<file path="config.mk">
export PLATFORM = sky130hd
export DESIGN_NAME = uart_tx_flat
export DESIGN_NICKNAME = d
export VERILOG_FILES = /design/src/rtl/uart_tx_if.sv /design/src/rtl/uart_tx.sv /design/src/flat_wrapper.sv
export SDC_FILE = /design/constraint.sdc
export NUM_CORES = 1
export LEC_CHECK = 0
export ABC_AREA = 0
export BUFFER_PORTS_ARGS = -buffer_cell sky130_fd_sc_hd__buf_2
export CORE_MARGIN = 8
export CORE_UTILIZATION = 55
export CTS_BUF_LIST = sky130_fd_sc_hd__clkbuf_16
export DETAILED_ROUTE_END_ITERATION = 7
export PLACE_DENSITY_LB_ADDON = 0.12
export SYNTH_ARGS = -nofsm -noshare
export SYNTH_HDL_FRONTEND = slang
export SYNTH_SLANG_ARGS = --single-unit
</file>
<file path="constraint.sdc">
create_clock -name clk -period 2.9 [get_ports clk]
set_clock_uncertainty 0.2 [all_clocks]
set_input_delay 0.145 -clock clk [delete_from_list [all_inputs] [get_ports clk]]
set_output_delay 0.145 -clock clk [all_outputs]
set_load 0.02 [all_outputs]
</file>
<file path="src/rtl/uart_tx_if.sv">
// Byte handshake between a sender and the UART transmitter.
// The sender drives data/valid and the transmitter answers with ready.
interface uart_tx_if;
    logic [7:0] tx_data;
    logic       tx_valid;
    logic       tx_ready;

    modport master (output tx_data, output tx_valid, input tx_ready);
    modport slave  (input tx_data, input tx_valid, output tx_ready);
endinterface

</file>
<file path="src/rtl/uart_tx.sv">
// UART transmitter: start bit, 8 data bits LSB first, optional parity, one stop bit.
// All line and status outputs are registered; bit timing from a CLK_FREQ/BAUD_RATE divider.
module uart_tx #(
    parameter int CLK_FREQ  = 50_000_000,
    parameter int BAUD_RATE = 115200
) (
    input  logic     clk,
    input  logic     rst_n,
    input  logic     uart_parity_enable,
    input  logic     uart_parity_type,
    uart_tx_if.slave link,
    output logic     tx,
    output logic     tx_busy,
    output logic     tx_done
);

    localparam int DIV = CLK_FREQ / BAUD_RATE;
    localparam int CW  = (DIV > 1) ? $clog2(DIV) : 1;
    localparam logic [CW-1:0] BAUD_LAST = CW'(DIV - 1);
    localparam logic [CW-1:0] BAUD_PRE  = CW'(DIV - 2);

    if (DIV < 2) begin : g_div_check
        $error("uart_tx: CLK_FREQ/BAUD_RATE must be at least 2");
    end

    typedef enum logic [2:0] {IDLE, START, DATA, PARITY, STOP} state_t;

    function automatic logic parity_of(input logic [7:0] d, input logic odd);
        return (^d) ^ odd;
    endfunction

    state_t        state, state_nxt;
    logic [CW-1:0] baud, baud_nxt;
    logic [2:0]    bit_idx, bit_idx_nxt;
    logic [7:0]    shift, shift_nxt;
    logic          par_en, par_en_nxt;
    logic          par_bit, par_bit_nxt;
    logic          tx_nxt, ready, ready_nxt, busy_nxt, done_nxt;
    logic          bit_end;

    assign link.tx_ready = ready;
    assign bit_end       = (baud == BAUD_LAST);

    always_ff @(posedge clk or negedge rst_n) begin
        if (!rst_n) begin
            state   <= IDLE;
            baud    <= '0;
            bit_idx <= '0;
            shift   <= '0;
            par_en  <= 1'b0;
            par_bit <= 1'b0;
            tx      <= 1'b1;
            ready   <= 1'b1;
            tx_busy <= 1'b0;
            tx_done <= 1'b0;
        end else begin
            state   <= state_nxt;
            baud    <= baud_nxt;
            bit_idx <= bit_idx_nxt;
            shift   <= shift_nxt;
            par_en  <= par_en_nxt;
            par_bit <= par_bit_nxt;
            tx      <= tx_nxt;
            ready   <= ready_nxt;
            tx_busy <= busy_nxt;
            tx_done <= done_nxt;
        end
    end

    // tx and the status flags are computed one cycle ahead so they come straight from flops
    always_comb begin
        state_nxt   = state;
        baud_nxt    = baud;
        bit_idx_nxt = bit_idx;
        shift_nxt   = shift;
        par_en_nxt  = par_en;
        par_bit_nxt = par_bit;
        tx_nxt      = tx;
        ready_nxt   = ready;
        busy_nxt    = tx_busy;
        done_nxt    = 1'b0;

        if (state != IDLE) begin
            baud_nxt = bit_end ? '0 : baud + 1'b1;
        end

        case (state)
            IDLE: begin
                if (link.tx_valid && ready) begin
                    state_nxt   = START;
                    baud_nxt    = '0;
                    shift_nxt   = link.tx_data;
                    par_en_nxt  = uart_parity_enable;
                    par_bit_nxt = parity_of(link.tx_data, uart_parity_type);
                    tx_nxt      = 1'b0;
                    ready_nxt   = 1'b0;
                    busy_nxt    = 1'b1;
                end
            end
            START: begin
                if (bit_end) begin
                    state_nxt   = DATA;
                    bit_idx_nxt = '0;
                    tx_nxt      = shift[0];
                end
            end
            DATA: begin
                if (bit_end) begin
                    shift_nxt = shift >> 1;
                    if (bit_idx == 3'd7) begin
                        state_nxt = par_en ? PARITY : STOP;
                        tx_nxt    = par_en ? par_bit : 1'b1;
                    end else begin
                        bit_idx_nxt = bit_idx + 3'd1;
                        tx_nxt      = shift[1];
                    end
                end
            end
            PARITY: begin
                if (bit_end) begin
                    state_nxt = STOP;
                    tx_nxt    = 1'b1;
                end
            end
            STOP: begin
                done_nxt = (baud == BAUD_PRE);
                if (bit_end) begin
                    state_nxt = IDLE;
                    tx_nxt    = 1'b1;
                    ready_nxt = 1'b1;
                    busy_nxt  = 1'b0;
                end
            end
            default: begin
                state_nxt = IDLE;
                tx_nxt    = 1'b1;
                ready_nxt = 1'b1;
                busy_nxt  = 1'b0;
            end
        endcase
    end

endmodule

</file>
<file path="src/flat_wrapper.sv">
// flat-port wrapper written by rule: the top's interface ports become plain ports
module uart_tx_flat 
#(
    parameter int CLK_FREQ  = 50_000_000,
    parameter int BAUD_RATE = 115200
)
  (clk, rst_n, uart_parity_enable, uart_parity_type, tx, tx_busy, tx_done, link_tx_data, link_tx_valid, link_tx_ready);
  uart_tx_if link_i ();
  input  logic clk;
  input  logic rst_n;
  input  logic uart_parity_enable;
  input  logic uart_parity_type;
  output logic tx;
  output logic tx_busy;
  output logic tx_done;
  input wire logic [$bits(link_i.tx_data)-1:0] link_tx_data;
  input wire logic [$bits(link_i.tx_valid)-1:0] link_tx_valid;
  output wire logic [$bits(link_i.tx_ready)-1:0] link_tx_ready;
  assign link_i.tx_data = link_tx_data;
  assign link_i.tx_valid = link_tx_valid;
  assign link_tx_ready = link_i.tx_ready;
  uart_tx #(.CLK_FREQ(CLK_FREQ), .BAUD_RATE(BAUD_RATE)) u_core (.clk(clk), .rst_n(rst_n), .uart_parity_enable(uart_parity_enable), .uart_parity_type(uart_parity_type), .link(link_i), .tx(tx), .tx_busy(tx_busy), .tx_done(tx_done));
endmodule
</file>
==> impl_metrics.yaml, run 1 <==
clock_tree:
  postCtsSetupBuffers: 0
  cts_tree: "yes"
  clock_latency_ps: 270
  clockBufferDepth: 2
  ctsHtreeMaxLevel: 2
  root_buffer: "clkbuf_16"
  cts_buffers: 5
  clk_pin_slew_worst_paths_ps: 50
  cts_sinks: 29
synthesis:
  synth-adder-area-share_pct: 4.332
  syn_area_um2: 1704
  synth_area_leaders: "dfrtp_1 40%, mux2_2 11%, ha_1 3.7%, nand2_1 3.5%, dfstp_2 3.1%"
  seq_area_frac_synth_pct: 42.73
  synth_compound_area_share_pct: 15.35
  netlist_instances: 160
  syn-num-nets: 178
  synth_simple_gate_area_share_pct: 17.33
  synth_cell_type_count: 46
  synth_top_family_by_area: "simple AND/OR/NAND/NOR gates"
  synth_common_cells: "27 x dfrtp_1, 16 x mux2_2, 16 x nand2_1, 11 x nor2_1, 10 x o21ai_0"
  synth_edf_count: 0
  yosysWarnings: 0
  yosys.area_share.xor_xnor_pct: 5.433
  ys.flop_type: "dfrtp_1"
  synth.largest_area_cell: "dfrtp_1"
  synth_seq_cells: 29
  yosysMostFrequentCell: "dfrtp_1"
  avgSynthCellArea_um2: 10.65
  synth.area.mux_share_pct: 11.75
  synthArstFlopShare_pct: 100.0
  synth_top_area_share_pct: 39.65
timing:
  min_period_ps: 2136
  rsz0062_at_grt: "false"
  hold_viol: 0
  setup-violations-final: 0
  finalSetupTns_ps: 0
  tightest_slew_ps: 641.7
  slew_viol_final: 0
  holdWs_ps: 65.81
  maxSlewHeadroom_pct: 57.22
  fin_crit_sh_pct: 73.67
  max_freq_ghz: 0.4681
finish:
  areaGrowthSynthToFinish_pct: 15.71
  drive_above_1_share_pct: 27.17
  fin_cells: 217
  layout.area.seq_um2: 728.2
  antenna_cells: 0
  nets: 202
  fillers: 259
  final_cell_area_um2: 1972
  multi_input_area_um2: 923.4
global_route:
  grt_pass1_vias: 1362
  grt_pass1_wl_um: 6154
  grt_start_max_net_pins: 30
  antenna_found_initial: 0
  grt_usage_pct: 15.37
  globalRoute.totalOverflow: 0
drt:
  drc: 0
  firstDrtPassIters: 4
  ant_nets: 0
  drtIter0Drc: 59
  totalWireLength_um: 3521
  routedWlPerCell_um: 16.23
  avgViaCountPerCell: 5.779
  vias: 1254
critical_path:
  critPathRequiredTime_ps: 2850
  end_kind: "register"
  start_kind: "register"
  arrival_ps: 2090
  critical_path_class: "register to register"
  reg2regPathDepth: 4
  worst-path-max-fanout: 11
placed_design:
  place_hpwl_um: 2562
  port_buffers: 16
  dp.cells: 206
  place.gp.congestion: 0.8074
  dpl_cell_area_um2: 1799
power:
  p_total_mw: 0.9341
  leakagePower_nw: 0.8866
  power.density_nw_per_um2: 473.7
  vdd_drop_max_mv: 0.2729
floorplan:
  core_region_area_um2: 3003
  dieArea_um2: 5136
  die_y_um: 71.67
  start_util_pct: 56.75
  die_x_um: 71.67
  core.rowCount: 20
  io_pins: 17
job:
  max_cap_violations: 0
worst_hold_path:
  hold_class: "input pin to register"
  holdPathStages: 3
status:
  status: "finished clean"
layout make-up:
cell class	instances	area share, %
Clock buffer	5	6.345
Sequential cell	29	36.93
Clock inverter	2	0.3807
Inverter	7	1.332
Timing Repair Buffer	20	6.091
Tap cell	33	2.094
Multi-Input combinational cell	121	46.83
registers in the layout, summed over array words and instances (netlist names):
signal,flops
u_core.par_bit,1
u_core.tx,1
u_core.state,3
u_core.par_en,1
u_core.link.tx_ready,1
u_core.tx_busy,1
u_core.bit_idx,3
u_core.baud,9
u_core.shift,8
u_core.tx_done,1
cells in the final DEF (no fill, tap or decap), drive strengths merged, types with 2 or more instances in the layout:
cell type	n
dfrtp	27
nand2	16
mux2	16
buf	16
o21ai	12
nor2	11
inv	8
xnor2	6
nand3	6
nor3	6
ha	5
clkbuf	5
a21oi	5
a21o	4
dlygate4sd3	4
a22o	4
a31oi	3
nand2b	3
mux2i	2
xor2	2
dfstp	2
or3	2
nor3b	2
report_power, final:
part	switching (mW)	internal [mW]
registers	0.00221	0.410
clock network	0.163	0.305
logic	0.0235	0.0306
total	0.188	0.746
worst max-delay path, cell delays in order, from the launching register on:
cell	delay, ps
dfrtp_1	490
nand2b_1	220
nor2_1	460
mux2_2	390
mux2_2	260
kinds of logic after synthesis:
group / count (synthesis)
and+or+nand+nor: 52
AOI/OAI and AO/OA: 36
DFF: 29
muxes: 18
buffers and inverters: 10
xor gates and xnor gates: 9
adders and majority gates: 6
per-layer routing:
layer | track usage (%) | wire length (µm)
met1 | 17.03 | 1564
met2 | 25.71 | 1805
met3 | 4.742 | 103
met4 | 8.163 | 48
met5 | 0 | 0
repair_timing:
item,in CTS,in global routing
hold buffers,4,0
hold endpoints to repair,30,0
resized for setup,0,0
stage by stage:
step / util [%] / worst slack, ps
finish: 65.67 / 763.7
CTS: 65.67 / 753.3
global placement: 59.92 / 825.2
detailed placement: 59.92 / 763.0
global route: 65.67 / 625.1
floorplan: - / 1081
path summary, 6_finish.rpt:
check | from | to | slack, ps
setup reg to reg | u_core.state[0] | u_core.shift[6] | 760
hold reg to reg | u_core.tx | u_core.tx | 270
min in group asynchronous | rst_n | u_core.baud[6] | 240
setup / recovery | u_core.state[0] | u_core.shift[6] | 760
hold / removal | link_tx_data[1] | u_core.shift[1] | 70
max in group asynchronous | rst_n | u_core.baud[5] | 1840
(Power assumes the default switching activity.)
==> run 2: changes to the inputs <==
==> constraint.sdc (replaced) <==
create_clock -name clk -period 2 [get_ports clk]
set_clock_uncertainty 0.2 [all_clocks]
set_input_delay 0.1 -clock clk [delete_from_list [all_inputs] [get_ports clk]]
set_output_delay 0.1 -clock clk [all_outputs]
set_load 0.02 [all_outputs]
==> impl_metrics.yaml, run 2 (synthesis results as in run 1) <==
status:
  status: "finished clean"
critical_path:
  reg2regPathDepth: 4
  critical_path_class: "register to register"
  worst-path-max-fanout: 7
  end_kind: "register"
  arrival_ps: 1860
  rr_endpoint: "u_core.shift[6]"
  start_kind: "register"
  r2r_setup_slack_ps: 90
  r2r_start: "u_core.baud[3]"
  critPathRequiredTime_ps: 1950
job:
  max_cap_violations: 0
timing:
  finalSetupTns_ps: 0
  fin_crit_sh_pct: 95.50
  slew_viol_final: 0
  setup-violations-final: 0
  holdWs_ps: 17.62
  hold_viol: 0
  tightest_slew_ps: 632.1
  max_freq_ghz: 0.5235
  rsz0062_at_grt: "false"
  min_period_ps: 1910
  maxSlewHeadroom_pct: 57.86
finish:
  drive_above_1_share_pct: 33.84
  largest_reg_flops: 9
  reg_top3: "u_core.baud: 9 flops, u_core.shift: 8 flops"
  layout_commonest_cell: "dfrtp_1"
  nets: 216
  areaGrowthSynthToFinish_pct: 22.69
  top_register: "u_core.baud"
  fin_cells: 231
  antenna_cells: 0
  final_cell_mix: "26 x dfrtp_1, 16 x nand2_1, 16 x mux2_2, 16 x buf_2, 14 x buf_4"
clock_tree:
  root_buffer: "clkbuf_16"
  cts_tree: "yes"
  cts_sinks: 29
  clock_latency_ps: 270
  ctsHtreeMaxLevel: 2
  clockBufferDepth: 2
  clk_pin_slew_worst_paths_ps: 50
  cts_buffers: 5
drt:
  routedWlPerCell_um: 16.03
  vias: 1379
  drc: 0
  avgViaCountPerCell: 5.970
  ant_nets: 0
  drtIter0Drc: 118
  firstDrtPassIters: 4
  totalWireLength_um: 3703
global_route:
  antenna_found_initial: 0
  grt_usage_pct: 15.64
  globalRoute.totalOverflow: 0
  grt_pass1_vias: 1396
  grt_start_max_net_pins: 30
  grt_pass1_wl_um: 6313
floorplan:
  dieArea_um2: 5136
  core.rowCount: 20
  die_y_um: 71.67
  start_util_pct: 56.75
  io_pins: 17
  core_region_area_um2: 3003
  die_x_um: 71.67
placed_design:
  dp.cells: 218
  port_buffers: 16
  place_hpwl_um: 2688
  place.gp.congestion: 0.9024
power:
  leakagePower_nw: 0.9513
  vdd_drop_max_mv: 0.5003
  p_total_mw: 1.350
  power.density_nw_per_um2: 645.7
worst_hold_path:
  hold_class: "input pin to register"
  hp-start: "link_tx_data[3]"
  hold_end: "u_core.shift[3]"
  holdPathStages: 3
[run 2: layer usage]
metal  global-route usage (%)  vias up  part of all wire, %
met1                    18.66      683                   43
met2                    25.40       35                   51
li1                         -      653                    -
met4                    8.390        0                  2.1
met5                        0        -                    0
met3                    3.626        8                  4.1
[run 2: how the worst max path moves through the flow]
| stage | from | to |
|---|---|---|
| 4_1_cts | u_core.baud[3] | u_core.shift[6] |
| 3_5_place_dp | u_core.baud[3] | u_core.shift[2] |
| 2_1_floorplan | u_core.state[0] | u_core.shift[1] |
| 3_3_place_gp | u_core.baud[3] | u_core.shift[4] |
| 5_1_grt | u_core.baud[1] | u_core.baud[6] |
| 6_report | u_core.baud[3] | u_core.shift[6] |
[run 2: critical path: stages (launching register included)]
cell and delay [ps]:
dfrtp_1 450, nor3b_4 320, nand3_4 170, o21ai_4 270
mux2_2 370
[run 2: cell type report]
class | instances | area, µm²
multi-input combinational | 121 | 935.9
sequential | 29 | 729.5
clock buffer | 5 | 125.1
fill | 233 | 912.1
inverter | 7 | 26.28
tap | 33 | 41.29
clock inverter | 2 | 7.507
timing repair buffer | 34 | 225.2
[run 2: what timing repair did]
action	in CTS	in global routing
endpoints found under the setup margin	0	9
hold buffers	4	0
hold endpoints to repair	30	0
resized for setup	0	4
setup buffers	0	2
[run 2: stage by stage]
step / worst slack (ps) / instance area (µm²) / utilization, %
final: 89.91 / 2091 / 69.63
after global routing: 3.694 / 2091 / 69.63
after CTS: 40.15 / 2062 / 68.67
after detailed placement: 69.36 / 1889 / 62.92
after global placement: 91.86 / 1889 / 62.92
after floorplan: 181.5 / 1704 / -
[run 2: where the power goes]
group	total, mW	leakage [nW]	switching (mW)	internal [mW]
Combinational	0.0782	0.521	0.0338	0.0444
Sequential	0.598	0.362	0.00349	0.595
Clock	0.673	0.0685	0.232	0.442
Total	1.35	0.951	0.269	1.08
